$ cat src/rtl/alu_issue_stage_pkg.sv
// Shared encodings for the ALU issue stage: ALU selects, RV32I opcodes,
// buffer states and the decoded-operation bundle handed from decode to issue.
package alu_issue_stage_pkg;

    localparam logic [3:0] ALU_AND   = 4'b0000;
    localparam logic [3:0] ALU_OR    = 4'b0001;
    localparam logic [3:0] ALU_ADD   = 4'b0010;
    localparam logic [3:0] ALU_SUB   = 4'b0110;
    localparam logic [3:0] ALU_LTU   = 4'b0111;
    localparam logic [3:0] ALU_NOR   = 4'b1100;
    localparam logic [3:0] ALU_EQ    = 4'b1111;
    localparam logic [3:0] ALU_PASSB = 4'b1000;

    localparam logic [6:0] OPC_OP     = 7'b0110011;
    localparam logic [6:0] OPC_OP_IMM = 7'b0010011;
    localparam logic [6:0] OPC_LUI    = 7'b0110111;
    localparam logic [6:0] OPC_LOAD   = 7'b0000011;
    localparam logic [6:0] OPC_STORE  = 7'b0100011;
    localparam logic [6:0] OPC_BRANCH = 7'b1100011;

    localparam logic [31:0] SIGN_FLIP = 32'h8000_0000;

    typedef struct packed {
        logic [3:0]  alu_sel;
        logic [31:0] a;
        logic [31:0] b;
        logic [4:0]  rd;
        logic        reg_write;
        logic        is_branch;
        logic        br_invert;
        logic        illegal;
    } dec_t;

    localparam int DEC_W = $bits(dec_t);

    typedef enum logic [1:0] {
        BUF_EMPTY = 2'd0,
        BUF_ONE   = 2'd1,
        BUF_TWO   = 2'd2
    } buf_state_t;

endpackage

$ cat src/rtl/alu_issue_stage_decode.sv
// Combinational RV32I decode: instruction plus register operands in,
// ALU select, biased operand pair and write-back/branch flags out.
module rv32_alu_decode
    import alu_issue_stage_pkg::*;
#(
    parameter int DATA_W      = 32,
    parameter int SIGNED_BIAS = 1
) (
    input  logic [31:0]       instr,
    input  logic [DATA_W-1:0] rs1_data,
    input  logic [DATA_W-1:0] rs2_data,
    output dec_t              dec
);

    logic [6:0]  opcode;
    logic [2:0]  f3;
    logic [31:0] i_imm;
    logic [31:0] s_imm;
    logic [31:0] u_imm;
    logic        legal;
    logic        signed_cmp;

    assign opcode = instr[6:0];
    assign f3     = instr[14:12];
    assign i_imm  = {{20{instr[31]}}, instr[31:20]};
    assign s_imm  = {{20{instr[31]}}, instr[31:25], instr[11:7]};
    assign u_imm  = {instr[31:12], 12'b0};

    always_comb begin
        dec        = '0;
        legal      = 1'b1;
        signed_cmp = 1'b0;
        case (opcode)
            OPC_OP, OPC_OP_IMM: begin
                dec.a         = rs1_data;
                dec.b         = (opcode == OPC_OP) ? rs2_data : i_imm;
                dec.rd        = instr[11:7];
                dec.reg_write = 1'b1;
                case (f3)
                    3'b000: dec.alu_sel = (opcode == OPC_OP && instr[30]) ? ALU_SUB : ALU_ADD;
                    3'b111: dec.alu_sel = ALU_AND;
                    3'b110: dec.alu_sel = ALU_OR;
                    3'b010: begin
                        dec.alu_sel = ALU_LTU;
                        signed_cmp  = 1'b1;
                    end
                    3'b011: dec.alu_sel = ALU_LTU;
                    default: legal = 1'b0;
                endcase
            end
            OPC_LUI: begin
                dec.alu_sel   = ALU_PASSB;
                dec.b         = u_imm;
                dec.rd        = instr[11:7];
                dec.reg_write = 1'b1;
            end
            OPC_LOAD: begin
                dec.alu_sel   = ALU_ADD;
                dec.a         = rs1_data;
                dec.b         = i_imm;
                dec.rd        = instr[11:7];
                dec.reg_write = 1'b1;
            end
            OPC_STORE: begin
                // Instr[11:7] is immediate here, so no destination is reported.
                dec.alu_sel = ALU_ADD;
                dec.a       = rs1_data;
                dec.b       = s_imm;
            end
            OPC_BRANCH: begin
                dec.a         = rs1_data;
                dec.b         = rs2_data;
                dec.is_branch = 1'b1;
                dec.br_invert = instr[12];
                case (f3)
                    3'b000, 3'b001: dec.alu_sel = ALU_EQ;
                    3'b100, 3'b101: begin
                        dec.alu_sel = ALU_LTU;
                        signed_cmp  = 1'b1;
                    end
                    3'b110, 3'b111: dec.alu_sel = ALU_LTU;
                    default: legal = 1'b0;
                endcase
            end
            default: legal = 1'b0;
        endcase

        // Flipping the sign bits turns the ALU's unsigned A<B into a signed compare.
        if (legal && signed_cmp && (SIGNED_BIAS != 0)) begin
            dec.a = dec.a ^ SIGN_FLIP;
            dec.b = dec.b ^ SIGN_FLIP;
        end

        if (!legal) begin
            dec         = '0;
            dec.alu_sel = ALU_PASSB;
            dec.illegal = 1'b1;
        end
    end

endmodule

$ cat src/rtl/alu_issue_stage.sv
// ID/EX issue slot: decodes an instruction and holds it in a two-entry skid
// buffer (main = visible slot, skid = overflow) in front of the ALU.
module alu_issue_stage
    import alu_issue_stage_pkg::*;
#(
    parameter int DATA_W      = 32,
    parameter int SIGNED_BIAS = 1
) (
    input  logic              clk,
    input  logic              reset,
    input  logic              Flush,
    input  logic              In_Valid,
    output logic              In_Ready,
    input  logic [31:0]       Instr,
    input  logic [DATA_W-1:0] RS1_Data,
    input  logic [DATA_W-1:0] RS2_Data,
    output logic              Out_Valid,
    input  logic              Out_Ready,
    output logic [3:0]        ALU_Sel,
    output logic [DATA_W-1:0] A_out,
    output logic [DATA_W-1:0] B_out,
    output logic [4:0]        Rd,
    output logic              Reg_Write,
    output logic              Is_Branch,
    output logic              Br_Invert,
    output logic              Illegal,
    output logic [1:0]        dbg_state
);

    // Handshake: a word moves on a rising edge where its side's valid and ready
    // are both high; valid never depends on ready, and Out_* hold while stalled.

    dec_t       dec;
    dec_t       main_q;
    dec_t       skid_q;
    buf_state_t state;
    logic       accept;
    logic       drain;

    rv32_alu_decode #(
        .DATA_W      (DATA_W),
        .SIGNED_BIAS (SIGNED_BIAS)
    ) u_decode (
        .instr    (Instr),
        .rs1_data (RS1_Data),
        .rs2_data (RS2_Data),
        .dec      (dec)
    );

    assign Out_Valid = (state != BUF_EMPTY);
    assign accept    = In_Valid & In_Ready & ~Flush;
    assign drain     = Out_Valid & Out_Ready;

    always_ff @(posedge clk or posedge reset) begin
        if (reset) begin
            state    <= BUF_EMPTY;
            In_Ready <= 1'b1;
            main_q   <= '0;
            skid_q   <= '0;
        end else if (Flush) begin
            // A word draining this cycle is already delivered; everything else goes.
            state    <= BUF_EMPTY;
            In_Ready <= 1'b1;
        end else begin
            case (state)
                BUF_EMPTY: begin
                    if (accept) begin
                        main_q <= dec;
                        state  <= BUF_ONE;
                    end
                end
                BUF_ONE: begin
                    if (accept && !drain) begin
                        skid_q   <= dec;
                        state    <= BUF_TWO;
                        In_Ready <= 1'b0;
                    end else if (drain && !accept) begin
                        state <= BUF_EMPTY;
                    end else if (drain && accept) begin
                        main_q <= dec;
                    end
                end
                BUF_TWO: begin
                    if (drain) begin
                        main_q   <= skid_q;
                        state    <= BUF_ONE;
                        In_Ready <= 1'b1;
                    end
                end
                default: begin
                    state    <= BUF_EMPTY;
                    In_Ready <= 1'b1;
                end
            endcase
        end
    end

    assign ALU_Sel   = main_q.alu_sel;
    assign A_out     = main_q.a;
    assign B_out     = main_q.b;
    assign Rd        = main_q.rd;
    assign Reg_Write = main_q.reg_write;
    assign Is_Branch = main_q.is_branch;
    assign Br_Invert = main_q.br_invert;
    assign Illegal   = main_q.illegal;
    assign dbg_state = state;

endmodule

$ cat config.mk
export PLATFORM = sky130hd
export DESIGN_NAME = alu_issue_stage
export DESIGN_NICKNAME = d
export VERILOG_FILES = /design/src/rtl/alu_issue_stage_pkg.sv /design/src/rtl/alu_issue_stage_decode.sv /design/src/rtl/alu_issue_stage.sv
export SDC_FILE = /design/constraint.sdc
export NUM_CORES = 1
export LEC_CHECK = 0
export CAP_MARGIN = 40
export CORE_MARGIN = 2
export CORE_UTILIZATION = 51
export DETAILED_ROUTE_END_ITERATION = 10
export PLACE_DENSITY = 0.81
export SLEW_MARGIN = 25
export SYNTH_ARGS = -nofsm -noshare
export SYNTH_HDL_FRONTEND = slang
export SYNTH_SLANG_ARGS = --single-unit
export TNS_END_PERCENT = 100
$ cat constraint.sdc
create_clock -name clk -period 6.2 [get_ports clk]
set_clock_uncertainty 0.15 [all_clocks]
set_input_delay 1.24 -clock clk [delete_from_list [all_inputs] [get_ports clk]]
set_output_delay 1.24 -clock clk [all_outputs]
set_load 0.005 [all_outputs]
# == Word-level counts from Yosys, hierarchy flattened ==
# Cells that the tools add are included.
# totals
regBits,157
latch_bits,0
ram_bits,0
rom_bits,0
in_bits,101
output_inout_bits,81
elab_cells,108
n_memories,0
# classes
addsub,0
n_mul,0
n_div,0
n_lt_le_gt_ge,0
eq_ne,25
n_shift,0
muxes,33
bitwise,6
reduce_logical,26
# ops
cell,count
$mux W77,6
$pmux W77 S3,1
$pmux W32 S5,1
$mux W32,2
$mux W64,1
$eq A7 B6 Y1 const B,3
$pmux W4 S4,1
$eq A3 B3 Y1 const B,4
$mux W2,6
$ne A2 B2 Y1 const B,6
$pmux W4 S3,1
$reduce_or A2 Y1,5
$reduce_or A5 Y1,2
$ne A3 B3 Y1 const B,3
$reduce_and A3 Y1,3
$pmux W4 S2,1
$reduce_or A4 Y1,2
$eq A7 B2 Y1 const B,1
$eq A7 B5 Y1 const B,1
$eq A7 B7 Y1 const B,1
$mux W1,7
$reduce_and A7 Y1,1
$eq A3 B2 Y1 const B,2
$mux W6,1
other kinds (18),28

# == Longest topological paths before layout ==
# depth
ltp_word,11
depth_mapped,9
depth_no_buf,5

# == Hierarchy ==
# A second synthesis with hierarchy kept.
# hier_totals
hier_cells,706
hier_area_um2,7673.6
# modules_own_cells
module,instances,cells_each,area_per_inst_um2,seq_area_each_um2
alu_issue_stage,1,519,6527.5,3930.0
rv32_alu_decode,1,187,1146.1,0.0

# == Worst setup path after synthesis ==
# Ideal clock, no wire load.
# synth_timing
path_type,in2reg
from,input Instr[2]
to,register main_q (netlist bit B_out[12])
setup_ps,76
arrival_time_ps,2617
required_time_ps,5974
setup_slack_ps,3357
path_stages,9
n_path_buf,4
path_cell_list,buf_2 nor4bb_1 buf_2 and3b_1 buf_2 or2_4 nand3_2 buf_2 o21ai_1
# synth_between
elab_chain_cells,9
# synth_rtl
element,line,rtl
"start, declared",alu_issue_stage.sv:14,"input logic [31:0] Instr,"
$eq A7 B6 Y1 / $eq A7 B5 Y1 (equally long branches),"alu_issue_stage_decode.sv:33, alu_issue_stage_decode.sv:36",
$mux W32 / $reduce_or A2 Y1 (equally long branches),"alu_issue_stage_decode.sv:36, alu_issue_stage_decode.sv:33",
$pmux W32 S5,alu_issue_stage_decode.sv:33,case (opcode)
$mux W64,alu_issue_stage_decode.sv:89,if (legal && signed_cmp && (SIGNED_BIAS != 0)) begin
$mux W77 (*),alu_issue_stage_decode.sv:94,if (!legal) begin
$mux W77,alu_issue_stage.sv:79,end else if (drain && accept) begin
$mux W77,alu_issue_stage.sv:77,end else if (drain && !accept) begin
$mux W77,alu_issue_stage.sv:73,if (accept && !drain) begin
$pmux W77 S3 (*),alu_issue_stage.sv:65,case (state)
"end signal, assigned",alu_issue_stage.sv:85,main_q <= skid_q;
"end, declared",alu_issue_stage.sv:34,dec_t main_q;
# Mark *: on every way between the ends. The rest lies on a longest branch, timed or not. The select of a mux whose other input is x is not followed.
# A chain may end at the register's enable or synchronous reset.

# == Worst setup path after layout ==
# layout_timing
from,input Flush
to,register main_q (netlist bit A_out[0])
# layout_between
elab_chain_cells,6
# layout_rtl
element,line,rtl
"start, declared",alu_issue_stage.sv:11,"input logic Flush,"
$not A1 Y1 (no line) (*),n/a,
$and A1 B1 Y1,alu_issue_stage.sv:51,assign accept = In_Valid & In_Ready & ~Flush;
$logic_not A1 Y1,alu_issue_stage.sv:77,
$logic_and A1 B1 Y1,alu_issue_stage.sv:77,
$ne A2 B2 Y1 (no line),n/a,
$reduce_and A7 Y1 (no line) (*),n/a,
# Mark *: on every way between the ends. The rest lies on a longest branch, timed or not.

==> summary.md <==
| Metric | Value |
|---|---|
| # DRC | 0 |
| Synthesis Warnings | 0 |
| Area growth from synthesis to layout | 33.3% |
| Later-pin clock latency in the skew report | 0.43 ns |
| EDFF count, synth | 0 |
| Nets | 1091 |
| CP cell instances | clkdlybuf4s50_1 > nor2_1 > nand3_1 > nor2_4 > a221o_1 |
| Synth area leaders | dfrtp_1 50%, nand2_1 7.3%, a221o_1 4.6% |
| HP Class | flip-flop to flip-flop |
| CP endpoint kind | flip-flop |
| Grt ovf | 0 |
| Status | complete, no violations |
| Pins Over Slew Limit | 0 |
| Final hold violations | 0 |
| Inserted Clock Buffers | 17 |
| Slew @ Worst Pin | 0.783 ns |
| CP max-delay cell | nor2_4 |
| Placer congestion estimate | 0.918 |
| Yosys reg bits | 157 |
| Seq/Total Area, Yosys | 0.502 |
| Total power | 2.44 mW |
| Tmin final | 3.57 ns |
| Cts hold-fix bufs | 0 |
| Core box area | 15100 um2 |
| WS Path Type | input port to flip-flop |
| WL/cell | 18.7 um |
| Deepest clock path buffer count | 2 |
| Buf/Inv on CP | 1 |
| PwrDens | 234 nW/um2 |
| Critical Path Max Stage Delay | 0.82 ns |
| Top_reg_cell synth | dfrtp_1 |
| Largest net degree at the start of global routing | 79 |
| FFs w/ async S/R, synth | 1.00 |
| Die height | 128 um |
| Req. time, crit path | 6.42 ns |
| Postcts setup bufs | 0 |
| First-pass GRT wire length | 35000 um |
| Initial antenna violation count | 1 |
| Synthesized area per cell | 9.28 um2 |
| Port-buffer cells | 181 |
| Critical Path AT | 3.79 ns |
| Vias in the first global route | 6748 |
| Final Cycle Share | 0.576 |
| CTS root buffer | clkbuf_16 |
| Leak | 4.44 nW |
| Initial Utilization | 0.519 |
| Die X | 128 um |
| Drt pass-1 iters | 6 |
| Die area | 16400 um2 |
| Tot GR Track Use | 0.273 |
| Final Non-Filler Cells | 1191 |
| Vias per std cell | 6.00 |
| Clock transition at path regs | 0.07 ns |
| Boundary Pins | 182 |
| Max_cap viols | 0 |
| Inst Count DP | 1153 |
| Share of cells above drive strength 1 | 0.0668 |
| # resized after CTS | 0 |
| Antenna-violating nets left | 0 |
| Unrepaired setup endpoints after global routing | no |
| Setup TNS | 0 ns |
| Max transition margin | 0.478 |
| Post-Syn Instances | 844 |
| Syn_nets | 945 |
| Mapped Area | 7830 um2 |
| Final HPWL from detailed placement | 14900 um |
| Ant. Diodes | 0 |
| Yosys top cell by area | dfrtp_1 |
| FP Rows | 45 |
| Achievable frequency | 280 MHz |
| CTS tree | yes |
| Worst IR Drop VDD | 0.222 mV |
| Yosys cell types | 56 |
| Worst setup SP type | input port |
| Setup violators final | 0 |
| Vias post-DR | 7150 |
| DRT iter0 DRCs | 574 |
| Drt total wl | 22300 um |
| Htree depth | 4 |
| Top cell type's share of synthesized area | 0.499 |
| Critical path's top delay family | simple AND/OR/NAND/NOR gates |
| Total clock sinks | 157 |
| Worst-path fanout max | 31 |
==> layer usage <==
layer | GRT usage | wire length, um
met4 | 0.101 | 473
met5 | 0 | 0
met3 | 0.0710 | 2140
met1 | 0.359 | 9340
met2 | 0.439 | 10400
==> placed cells by master (no fill, tap or decap), types with 3 or more instances in the layout <==
cell type / n
a211oi_1: 3
a21oi_1: 53
a221o_1: 36
a22o_1: 5
a22oi_1: 19
a31oi_1: 4
and2_1: 17
and3_1: 40
and3b_1: 3
buf_16: 4
buf_4: 10
clkbuf_16: 17
clkdlybuf4s50_1: 180
clkinv_4: 3
dfrtp_1: 156
inv_1: 4
inv_6: 7
mux2i_1: 20
nand2_1: 153
nand2b_1: 11
nand3_1: 29
nor2_1: 20
nor2b_1: 14
o211ai_1: 14
o21a_1: 9
o21ai_0: 53
o21ai_1: 33
o22ai_1: 22
o2bb2ai_1: 5
o31ai_1: 9
or3_1: 5
==> sequential cells by signal (all words and copies together), names as in the netlist <==
signal and count:
ALU_Sel 4, A_out 32, B_out 32, Br_Invert 1, Illegal 1, In_Ready 1
Is_Branch 1, Rd 5, Reg_Write 1, dbg_state 2, skid_q 77
==> Yosys cell counts, drive strengths merged, types with 3 or more instances <==
cell type,count
o22ai,22
nor2,21
dfrtp,156
a21oi,54
and3b,3
mux2i,20
o211ai,15
a211oi,3
a22oi,19
o2bb2ai,5
inv,5
nand2b,11
a31oi,4
clkbuf,45
nor2b,16
and2,18
buf,28
o31ai,9
o21ai,86
or3,6
nand3,32
a221o,36
o21a,9
or2,3
nand2,153
a22o,5
and3,40
==> path summary, 6_finish.rpt <==
check | endpoint | cells after the start | slack (ns) | from
min | skid_q[38]$_DFFE_PP0P_ | 2 | 0.32 | skid_q[38]$_DFFE_PP0P_
min in group asynchronous | A_out[5]$_DFFE_PP0P_ | 2 | 1.09 | reset
max | A_out[0]$_DFFE_PP0P_ | 5 | 2.63 | Flush
max in group asynchronous | B_out[27]$_DFFE_PP0P_ | 3 | 3.77 | reset
max reg2reg | A_out[0]$_DFFE_PP0P_ | 4 | 3.45 | In_Ready$_DFFE_PP1P_
min reg2reg | skid_q[38]$_DFFE_PP0P_ | 2 | 0.32 | skid_q[38]$_DFFE_PP0P_
==> through the flow <==
step            util  cell area, um2  setup WS, ns  hold slack, ns
2_1_floorplan      -            7830         0.577           0.290
3_5_place_dp   0.647            9760          1.96           0.312
4_1_cts        0.687           10400          2.39           0.326
3_3_place_gp   0.640            9660          1.74           0.301
6_report       0.692           10400          2.63           0.321
5_1_grt        0.692           10400          2.48           0.345
==> where the power goes <==
| group | switching, mW | internal [mW] |
|---|---|---|
| Combinational | 0.162 | 0.149 |
| Clock | 0.446 | 0.613 |
| Sequential | 0.0179 | 1.05 |
==> area by class of cell <==
cell class	instances	area, um2
Clock buffer	19	443
Clock inverter	13	154
Fill cell	1155	4650
Inverter	5	23.8
Multi-Input combinational cell	609	3600
Sequential cell	157	3930
Tap cell	188	235
Timing Repair Buffer	200	2050
==> kinds of logic (layout without fill, tap and decap cells) <==
kind of cell / count (synthesis) / after routing / synth area share
buffers and inverters: 78 / 237 / 0.0451
and+or+nand+nor: 310 / 310 / 0.192
xor gates and xnor gates: 2 / 2 / 0.00224
muxes: 20 / 20 / 0.0256
DFF: 157 / 157 / 0.502
AOI/OAI and AO/OA: 277 / 277 / 0.233
==> worst register-to-register path: cells and delay by family, from the launching register on <==
kind               cells  cell delay, ns
AOI/OAI and AO/OA      1            0.29
DFF                    1            0.56
and+or+nand+nor        3            1.69
Power figures use the tool's default switching activity.
